File: config.mk
export PLATFORM = sky130hd
export DESIGN_NAME = seven_seg_scan_ctrl
export DESIGN_NICKNAME = d
export VERILOG_FILES = /design/src/rtl/seven_seg_pkg.sv /design/src/rtl/bin2bcd_seq.sv /design/src/rtl/seven_seg_scan_ctrl.sv
export SDC_FILE = /design/constraint.sdc
export NUM_CORES = 1
export LEC_CHECK = 0
export ABC_AREA = 1
export CORE_MARGIN = 2
export CORE_UTILIZATION = 47
export CTS_CLUSTER_SIZE = 14
export DETAILED_ROUTE_END_ITERATION = 6
export GPL_ROUTABILITY_DRIVEN = 0
export PLACE_DENSITY = 0.7
export SLEW_MARGIN = 5
export SYNTH_ARGS = -nofsm -noshare
export SYNTH_HDL_FRONTEND = slang
export SYNTH_SLANG_ARGS = --single-unit
File: constraint.sdc
create_clock -name clk_i -period 2.95 [get_ports clk_i]
set_input_delay 0.295 -clock clk_i [delete_from_list [all_inputs] [get_ports clk_i]]
set_output_delay 0.295 -clock clk_i [all_outputs]
set_load 0.02 [all_outputs]
File: src/rtl/seven_seg_pkg.sv
// Shared types, constants and helpers for the seven-segment scan controller.
package seven_seg_pkg;

    typedef enum logic {
        SHOW = 1'b0,
        CONV = 1'b1
    } state_e;

    localparam logic [3:0] BLANK_CODE   = 4'hF;
    localparam int         NUM_COLS     = 8;
    localparam logic [2:0] COL_ONES     = 3'd0;
    localparam logic [2:0] COL_TENS     = 3'd1;
    localparam logic [2:0] COL_HUNDREDS = 3'd2;
    localparam logic [2:0] COL_CANDY    = 3'd4;

    // One double-dabble step on {hundreds, tens, ones, binary}.
    function automatic logic [19:0] dd_step(input logic [19:0] s);
        logic [19:0] t;
        t = s;
        for (int n = 0; n < 3; n++) begin
            if (t[8+4*n +: 4] >= 4'd5) begin
                t[8+4*n +: 4] = t[8+4*n +: 4] + 4'd3;
            end
        end
        return {t[18:0], 1'b0};
    endfunction

    // Leading-zero blanking: tens hides only when hundreds is also zero.
    function automatic logic [3:0] col_code(input logic [2:0] idx,
                                            input logic [3:0] hun,
                                            input logic [3:0] ten,
                                            input logic [3:0] one,
                                            input logic [2:0] candy);
        logic [3:0] code;
        code = BLANK_CODE;
        case (idx)
            COL_ONES:     code = one;
            COL_TENS:     code = (hun == 4'd0 && ten == 4'd0) ? BLANK_CODE : ten;
            COL_HUNDREDS: code = (hun == 4'd0) ? BLANK_CODE : hun;
            COL_CANDY:    code = {1'b0, candy};
            default:      code = BLANK_CODE;
        endcase
        return code;
    endfunction

endpackage

File: src/rtl/bin2bcd_seq.sv
// Sequential 8-bit binary to 3-digit BCD converter, one double-dabble step per cycle.
// start accepted when idle; done pulses on the 8th step with bcd_o valid in that cycle.
module bin2bcd_seq
    import seven_seg_pkg::*;
(
    input  logic        clk_i,
    input  logic        reset_i,
    input  logic        start_i,
    input  logic [7:0]  bin_i,
    output logic        done_o,
    output logic [11:0] bcd_o
);

    logic [19:0] shift_q, shift_d;
    logic [2:0]  cnt_q, cnt_d;
    logic        run_q, run_d;

    always_comb begin
        shift_d = shift_q;
        cnt_d   = cnt_q;
        run_d   = run_q;
        done_o  = 1'b0;
        if (run_q) begin
            shift_d = dd_step(shift_q);
            cnt_d   = cnt_q + 3'd1;
            if (cnt_q == 3'd7) begin
                run_d  = 1'b0;
                done_o = 1'b1;
            end
        end else if (start_i) begin
            shift_d = {12'd0, bin_i};
            cnt_d   = 3'd0;
            run_d   = 1'b1;
        end
    end

    // Post-step value, so the result is usable on the same edge done is seen.
    assign bcd_o = shift_d[19:8];

    always_ff @(posedge clk_i) begin
        if (!reset_i) begin
            shift_q <= '0;
            cnt_q   <= '0;
            run_q   <= 1'b0;
        end else begin
            shift_q <= shift_d;
            cnt_q   <= cnt_d;
            run_q   <= run_d;
        end
    end

endmodule

File: src/rtl/seven_seg_scan_ctrl.sv
// Captures sum/candy on load, converts to BCD over 8 cycles, and scans 8 columns.
// Display holds the last committed values during conversion; load is ignored while busy.
module seven_seg_scan_ctrl
    import seven_seg_pkg::*;
#(
    parameter int unsigned SCAN_DIV = 50000
)
(
    input  logic       clk_i,
    input  logic       reset_i,
    input  logic       load_i,
    input  logic [7:0] sum_i,
    input  logic [2:0] candy_sum_i,
    output logic       busy_o,
    output logic [7:0] display_column_o,
    output logic [3:0] digit_o
);

    localparam int unsigned PRESC_W = (SCAN_DIV > 1) ? $clog2(SCAN_DIV) : 1;
    localparam int          IDX_W   = $clog2(NUM_COLS);

    state_e               state_q, state_d;
    logic                 conv_start, conv_done;
    logic [11:0]          conv_bcd;
    logic [3:0]           hun_q, ten_q, one_q;
    logic [2:0]           candy_q, pend_candy_q;
    logic [PRESC_W-1:0]   presc_q, presc_d;
    logic [IDX_W-1:0]     idx_q, idx_d;
    logic                 scan_wrap;
    logic [NUM_COLS-1:0]  col_q, col_d;
    logic [3:0]           digit_q, digit_d;

    bin2bcd_seq u_bcd (
        .clk_i   (clk_i),
        .reset_i (reset_i),
        .start_i (conv_start),
        .bin_i   (sum_i),
        .done_o  (conv_done),
        .bcd_o   (conv_bcd)
    );

    always_comb begin
        state_d    = state_q;
        conv_start = 1'b0;
        case (state_q)
            SHOW: begin
                if (load_i) begin
                    conv_start = 1'b1;
                    state_d    = CONV;
                end
            end
            CONV: begin
                if (conv_done) begin
                    state_d = SHOW;
                end
            end
            default: state_d = SHOW;
        endcase
    end

    // Column and digit are computed from the same next index so they never disagree.
    always_comb begin
        scan_wrap = (presc_q == PRESC_W'(SCAN_DIV - 1));
        presc_d   = scan_wrap ? '0 : presc_q + PRESC_W'(1);
        idx_d     = scan_wrap ? idx_q + IDX_W'(1) : idx_q;
        col_d     = ~(NUM_COLS'(1) << idx_d);
        digit_d   = col_code(idx_d, hun_q, ten_q, one_q, candy_q);
    end

    always_ff @(posedge clk_i) begin
        if (!reset_i) begin
            state_q      <= SHOW;
            hun_q        <= '0;
            ten_q        <= '0;
            one_q        <= '0;
            candy_q      <= '0;
            pend_candy_q <= '0;
            presc_q      <= '0;
            idx_q        <= '0;
            col_q        <= ~NUM_COLS'(1);
            digit_q      <= 4'h0;
        end else begin
            state_q <= state_d;
            presc_q <= presc_d;
            idx_q   <= idx_d;
            if (scan_wrap) begin
                col_q   <= col_d;
                digit_q <= digit_d;
            end
            if (conv_start) begin
                pend_candy_q <= candy_sum_i;
            end
            if (conv_done) begin
                hun_q   <= conv_bcd[11:8];
                ten_q   <= conv_bcd[7:4];
                one_q   <= conv_bcd[3:0];
                candy_q <= pend_candy_q;
            end
        end
    end

    assign busy_o           = (state_q == CONV);
    assign display_column_o = col_q;
    assign digit_o          = digit_q;

endmodule

==> results of run 1 <==
## layer usage
layer  track usage [%]  routed length (microns)  vias up
met3             4.758                      229        9
met5                 0                        0        -
met4             7.436                       98        0
met1             25.35                     3668     1354
met2             29.79                     3181       47
li1                  -                        -     1646
## state kept, by name, summed over array words and instances, names as in the netlist
name and cells:
idx_q 3, ten_q 4, candy_q 3, busy_o 1, digit_o 4, display_column_o 8
presc_q 16, u_bcd.shift_q 20, u_bcd.cnt_q 3, hun_q 4, u_bcd.run_q 1, pend_candy_q 3
one_q 4
## Yosys cell counts
cell	instances
dfxtp_1	74
nor2_1	72
inv_1	64
nand2_1	64
o21ai_0	51
a21oi_1	30
nand3_1	29
nor2_2	11
ha_1	10
nand4_1	10
a31oi_1	9
clkbuf_1	9
nand2_2	7
inv_2	6
buf_2	5
nand3_2	4
xor2_1	4
a211oi_1	3
a32oi_1	3
nor3_1	3
or2_2	3
nor4_1	2
o211ai_1	2
o21a_1	2
xnor2_1	2
buf_1	1
buf_6	1
nand3_4	1
nand3b_1	1
nor2_4	1
nor3_2	1
nor3_4	1
nor3b_1	1
o22ai_1	1
o31ai_1	1
## cell type report
class	count	area share, %
clock buffer	12	3.576
clock inverter	4	1.264
inverter	70	6.473
multi-input combinational	329	42.36
sequential	74	36.50
tap	99	3.052
timing repair buffer	28	6.782
## metrics by stage
stage | power, mW | cell area, sq um | setup slack [ns]
final | 1.923 | 4059 | 0.5572
after global routing | 2.012 | 4059 | 0.2355
after CTS | 1.948 | 4059 | 0.5464
after detailed placement | 1.168 | 3862 | 0.2128
after global placement | 1.166 | 3862 | 0.2829
after floorplan | 1.127 | 3537 | 1.363
## cell families (layout without fill, tap and decap cells)
family          count (synthesis)  in the layout  synth area share (%)
flops                          74             74                 41.88
simple gates                  211            211                 27.91
buf+inv                        86            114                 9.515
compound gates                102            102                 15.67
fa+ha+maj                      10             10                 3.537
xor+xnor                        6              6                 1.486
## power by group
part	leakage (nW)	internal (mW)	switching (mW)
sequential	0.599	1.02	0.0173
clock	0.0966	0.415	0.364
combinational	0.892	0.0421	0.0659
## worst register-to-register path, delay by kind of cell, from the launching register on
kind / cells / cell delay [ns]
AOI/OAI and AO/OA: 2 / 0.43
buffers and inverters: 4 / 0.70
DFF: 1 / 0.33
and+or+nand+nor: 2 / 0.85
## how the worst max path moves through the flow
stage                     startpoint          to  slack [ns]
after floorplan           presc_q[0]  digit_o[0]        1.36
after global placement        load_i    one_q[2]        0.28
after detailed placement      load_i    one_q[2]        0.21
after CTS                     busy_o    one_q[2]        0.55
after global routing          busy_o    one_q[1]        0.24
final                         busy_o    one_q[2]        0.56
==> flow_summary.toml, run 1 <==
[clock_network]
h-tree-depth = 3
cts_root_buf = "clkbuf_8"
post_cts_resized = 0
post_cts_buffers = 0
clk_pin_slew_ns = 0.08
cts_sinks = 74
ctsHoldBuffers = 0
clk_latency_ns = 0.34
cts_tree = "done"
cts-buffers-inserted = 9
clock_path_buffers = 2

[setup_path]
path_common_cell = "inv_1"
reg2reg_depth = 8
path_cells = "inv_1 > nand2_1 > inv_1 > nor2_1 > inv_1 > o21ai_0 > inv_1 > a211oi_1"
crit_path_end_kind = "flop"
reg2reg_slack_ns = 0.56
r2r_start = "busy_o"
path_class = "flop to flop"
crit_family = "simple AND/OR/NAND/NOR gates"
crit_slowest_cell = "nor2_1"
cp-start-kind = "flop"
worstPathRequired_ns = 3.20
critPathBufInv = 4
path_max_fanout = 14
cp.arrival_ns = 2.65
max_stage_delay_ns = 0.70
reg2reg_to = "one_q[2]"
path_depth = 8

[synth]
ys_types = 35
synth_top_area_cell = "dfxtp_1"
syn_nets = 513
synth_seq_cells = 74
synth_top_area_share_pct = 41.88
syn_area_sq_um = 3537
ys_seq_area_share_pct = 41.88
yosys_warnings = 0
synth.area.top_cells = "dfxtp_1 (42%), nor2_1 (7.6%), o21ai_0 (7.2%), inv_1 (6.8%), nand2_1 (6.8%)"
syn_avg_cell_area_sq_um = 7.233
syn_inst = 489

[timing]
finClkSkew_ns = 0.01249
max_freq_mhz = 417.9
worst_pin_slew_ns = 0.8722
finalHoldViolCount = 0
hold-worst-slack_ns = 0.4607
rsz0062_at_grt = "false"
max_slew_margin_pct = 41.64
fin_crit_sh_pct = 81.11
final-max-slew-violation-count = 0
setup_viol = 0
setup_tns_ns = 0
period_needed_ns = 2.393

[routing]
via_per_inst = 4.961
drc = 0
routed_wl_microns = 7178
vias = 3056
drt_iter0_drc = 150
firstDrtPassIters = 5
wire_per_inst_microns = 11.65
final_antenna_net_count = 0

[job]
timing.max_cap.violations = 0

[worst_hold_path]
whs_path_depth = 2
hold_start = "display_column_o[0]"
hp-class = "flop to flop"
hold_path_end = "display_column_o[0]"

[global_route]
track_usage_pct = 19.08
antenna_found_initial = 0
grt-ovfl-total = 0
grt_pass1_wl_microns = 12910
grt_pass1_vias = 2944
grt_max_degree = 37

[floorplanning]
die_h_microns = 90.75
core_region_area_sq_um = 7253
die_area_sq_um = 8236
io_pins = 27
rows = 31
fp.dieW_microns = 90.75
initial_utilization_pct = 48.77

[pwr]
leakagePower_nw = 1.588
worst_ir_drop_vdd_mv = 0.2902
cellPowerDensity_nw_per_um2 = 473.7

[final_layout]
layout_commonest_cell = "dfxtp_1"
final_cell_mix = "dfxtp_1 (74), nor2_1 (72), inv_1 (64), nand2_1 (64), o21ai_0 (51)"
final_util_pct = 55.96
final.fill_count = 718
multiInputGateArea_sq_um = 1719
drive_gt1_share_pct = 9.865
syn_to_final_growth_pct = 14.75
stdcell_count = 616
ff_latch_area_sq_um = 1481
nets = 536
antenna_cells = 0

[placed_design]
hpwl_microns = 5263
io_buffer_count = 26
place_inst = 600

[run_status]
outcome = "complete, no violations"
Power figures use the tool's default switching activity.
==> run 2, diff against run 1 <==
- clock period: 2.95 -> 2.25 ns (I/O delays scaled with it)
==> flow_summary.toml, run 2 (synthesis gave the netlist of run 1 again) <==
[floorplanning]
io_pins = 27
core_region_area_sq_um = 7253
rows = 31
initial_utilization_pct = 48.77
fp.dieW_microns = 90.75
die_h_microns = 90.75
die_area_sq_um = 8236

[timing]
period_needed_ns = 1.955
max_slew_margin_pct = 69.14
setup_viol = 0
finClkSkew_ns = 0.01094
rsz0062_at_grt = "false"
fin_crit_sh_pct = 86.91
setup_tns_ns = 0
finalHoldViolCount = 0
worst_pin_slew_ns = 0.4625
max_freq_mhz = 511.4
final-max-slew-violation-count = 0
hold-worst-slack_ns = 0.4682

[worst_hold_path]
hp-class = "flop to flop"

[final_layout]
top_register = "u_bcd.shift_q"
final.fill_count = 688
largest_reg_flops = 20
drive_gt1_share_pct = 10.92
antenna_cells = 0
stdcell_count = 621
syn_to_final_growth_pct = 17.76
nets = 541
final_cell_mix = "dfxtp_1 (74), nor2_1 (72), inv_1 (64), nand2_1 (64), o21ai_0 (51)"
final_util_pct = 57.43
layout_commonest_cell = "dfxtp_1"

[setup_path]
path_class = "flop to flop"
path_max_fanout = 12
crit_path_end_kind = "flop"
cp-start-kind = "flop"
cp.arrival_ns = 2.20
worstPathRequired_ns = 2.50

[job]
timing.max_cap.violations = 0

[routing]
drt_iter0_drc = 159
firstDrtPassIters = 4
vias = 3161
via_per_inst = 5.090
routed_wl_microns = 7688
final_antenna_net_count = 0
drc = 0
wire_per_inst_microns = 12.38

[clock_network]
clock_path_buffers = 2
cts-buffers-inserted = 9
post_cts_buffers = 0
post_cts_resized = 0
cts_root_buf = "clkbuf_8"
clk_pin_slew_ns = 0.08
cts_tree = "done"
clk_latency_ns = 0.35
h-tree-depth = 3
cts_sinks = 74
ctsHoldBuffers = 0

[global_route]
antenna_found_initial = 0
grt_max_degree = 37
track_usage_pct = 19.18
grt_pass1_vias = 2920
grt_pass1_wl_microns = 13050
grt-ovfl-total = 0

[pwr]
cellPowerDensity_nw_per_um2 = 693.4
total_power_mw = 2.888
leakagePower_nw = 1.646
worst_ir_drop_vdd_mv = 0.3343

[placed_design]
hpwl_microns = 5471
place_inst = 605
io_buffer_count = 26

[run_status]
outcome = "complete, no violations"
run 2: final timing paths:
path / start / to / slack (ns) / cells after the start
worst max-delay path: presc_q[0] / digit_o[3] / 0.29 / 12
worst min-delay path: u_bcd.cnt_q[2] / u_bcd.cnt_q[2] / 0.47 / 2
worst max register to register: presc_q[0] / digit_o[3] / 0.29 / 12
worst min register to register: u_bcd.cnt_q[2] / u_bcd.cnt_q[2] / 0.47 / 2
run 2: per-layer routing:
metal	GRT usage [%]	up-vias	wire, microns
met2	29.73	79	3474
met3	4.341	16	365
met5	0	-	0
met1	25.77	1415	3737
li1	-	1651	-
met4	7.821	0	110
run 2: where the power goes:
group | leakage (nW) | switching [mW] | internal [mW]
logic | 0.916 | 0.0945 | 0.0646
clock network | 0.131 | 0.518 | 0.856
registers | 0.599 | 0.0197 | 1.34
run 2: through the flow:
| step | setup slack (ns) | instance area (sq um) |
|---|---|---|
| floorplan | 0.6634 | 3537 |
| detailed placement | 0.3198 | 3900 |
| CTS | 0.2905 | 4165 |
| finish | 0.2945 | 4165 |
| global placement | 0.3392 | 3900 |
| global route | 0.09665 | 4165 |
run 2: cell type report:
| cell class | count | area [sq um] | share of cell area [%] |
|---|---|---|---|
| multi-input cells | 329 | 1719 | 41.27 |
| flip-flops and latches | 74 | 1481 | 35.57 |
| repair buffers | 33 | 312.8 | 7.510 |
| inverters | 70 | 262.8 | 6.308 |
| clock inverters | 6 | 137.6 | 3.304 |
| clock buffers | 10 | 127.6 | 3.064 |
| well taps | 99 | 123.9 | 2.974 |
run 2: worst max-delay path, cell delays in order (launching register included):
cell and delay, ns:
dfxtp_1 0.37, ha_1 0.25, nand3_4 0.13, nor2_2 0.15, nand2_1 0.09, nand2_1 0.08, nand2_2 0.15, inv_2 0.23
nor2_2 0.08, nand2_1 0.08, nand3_1 0.07, nor2_1 0.13, nor2_1 0.05
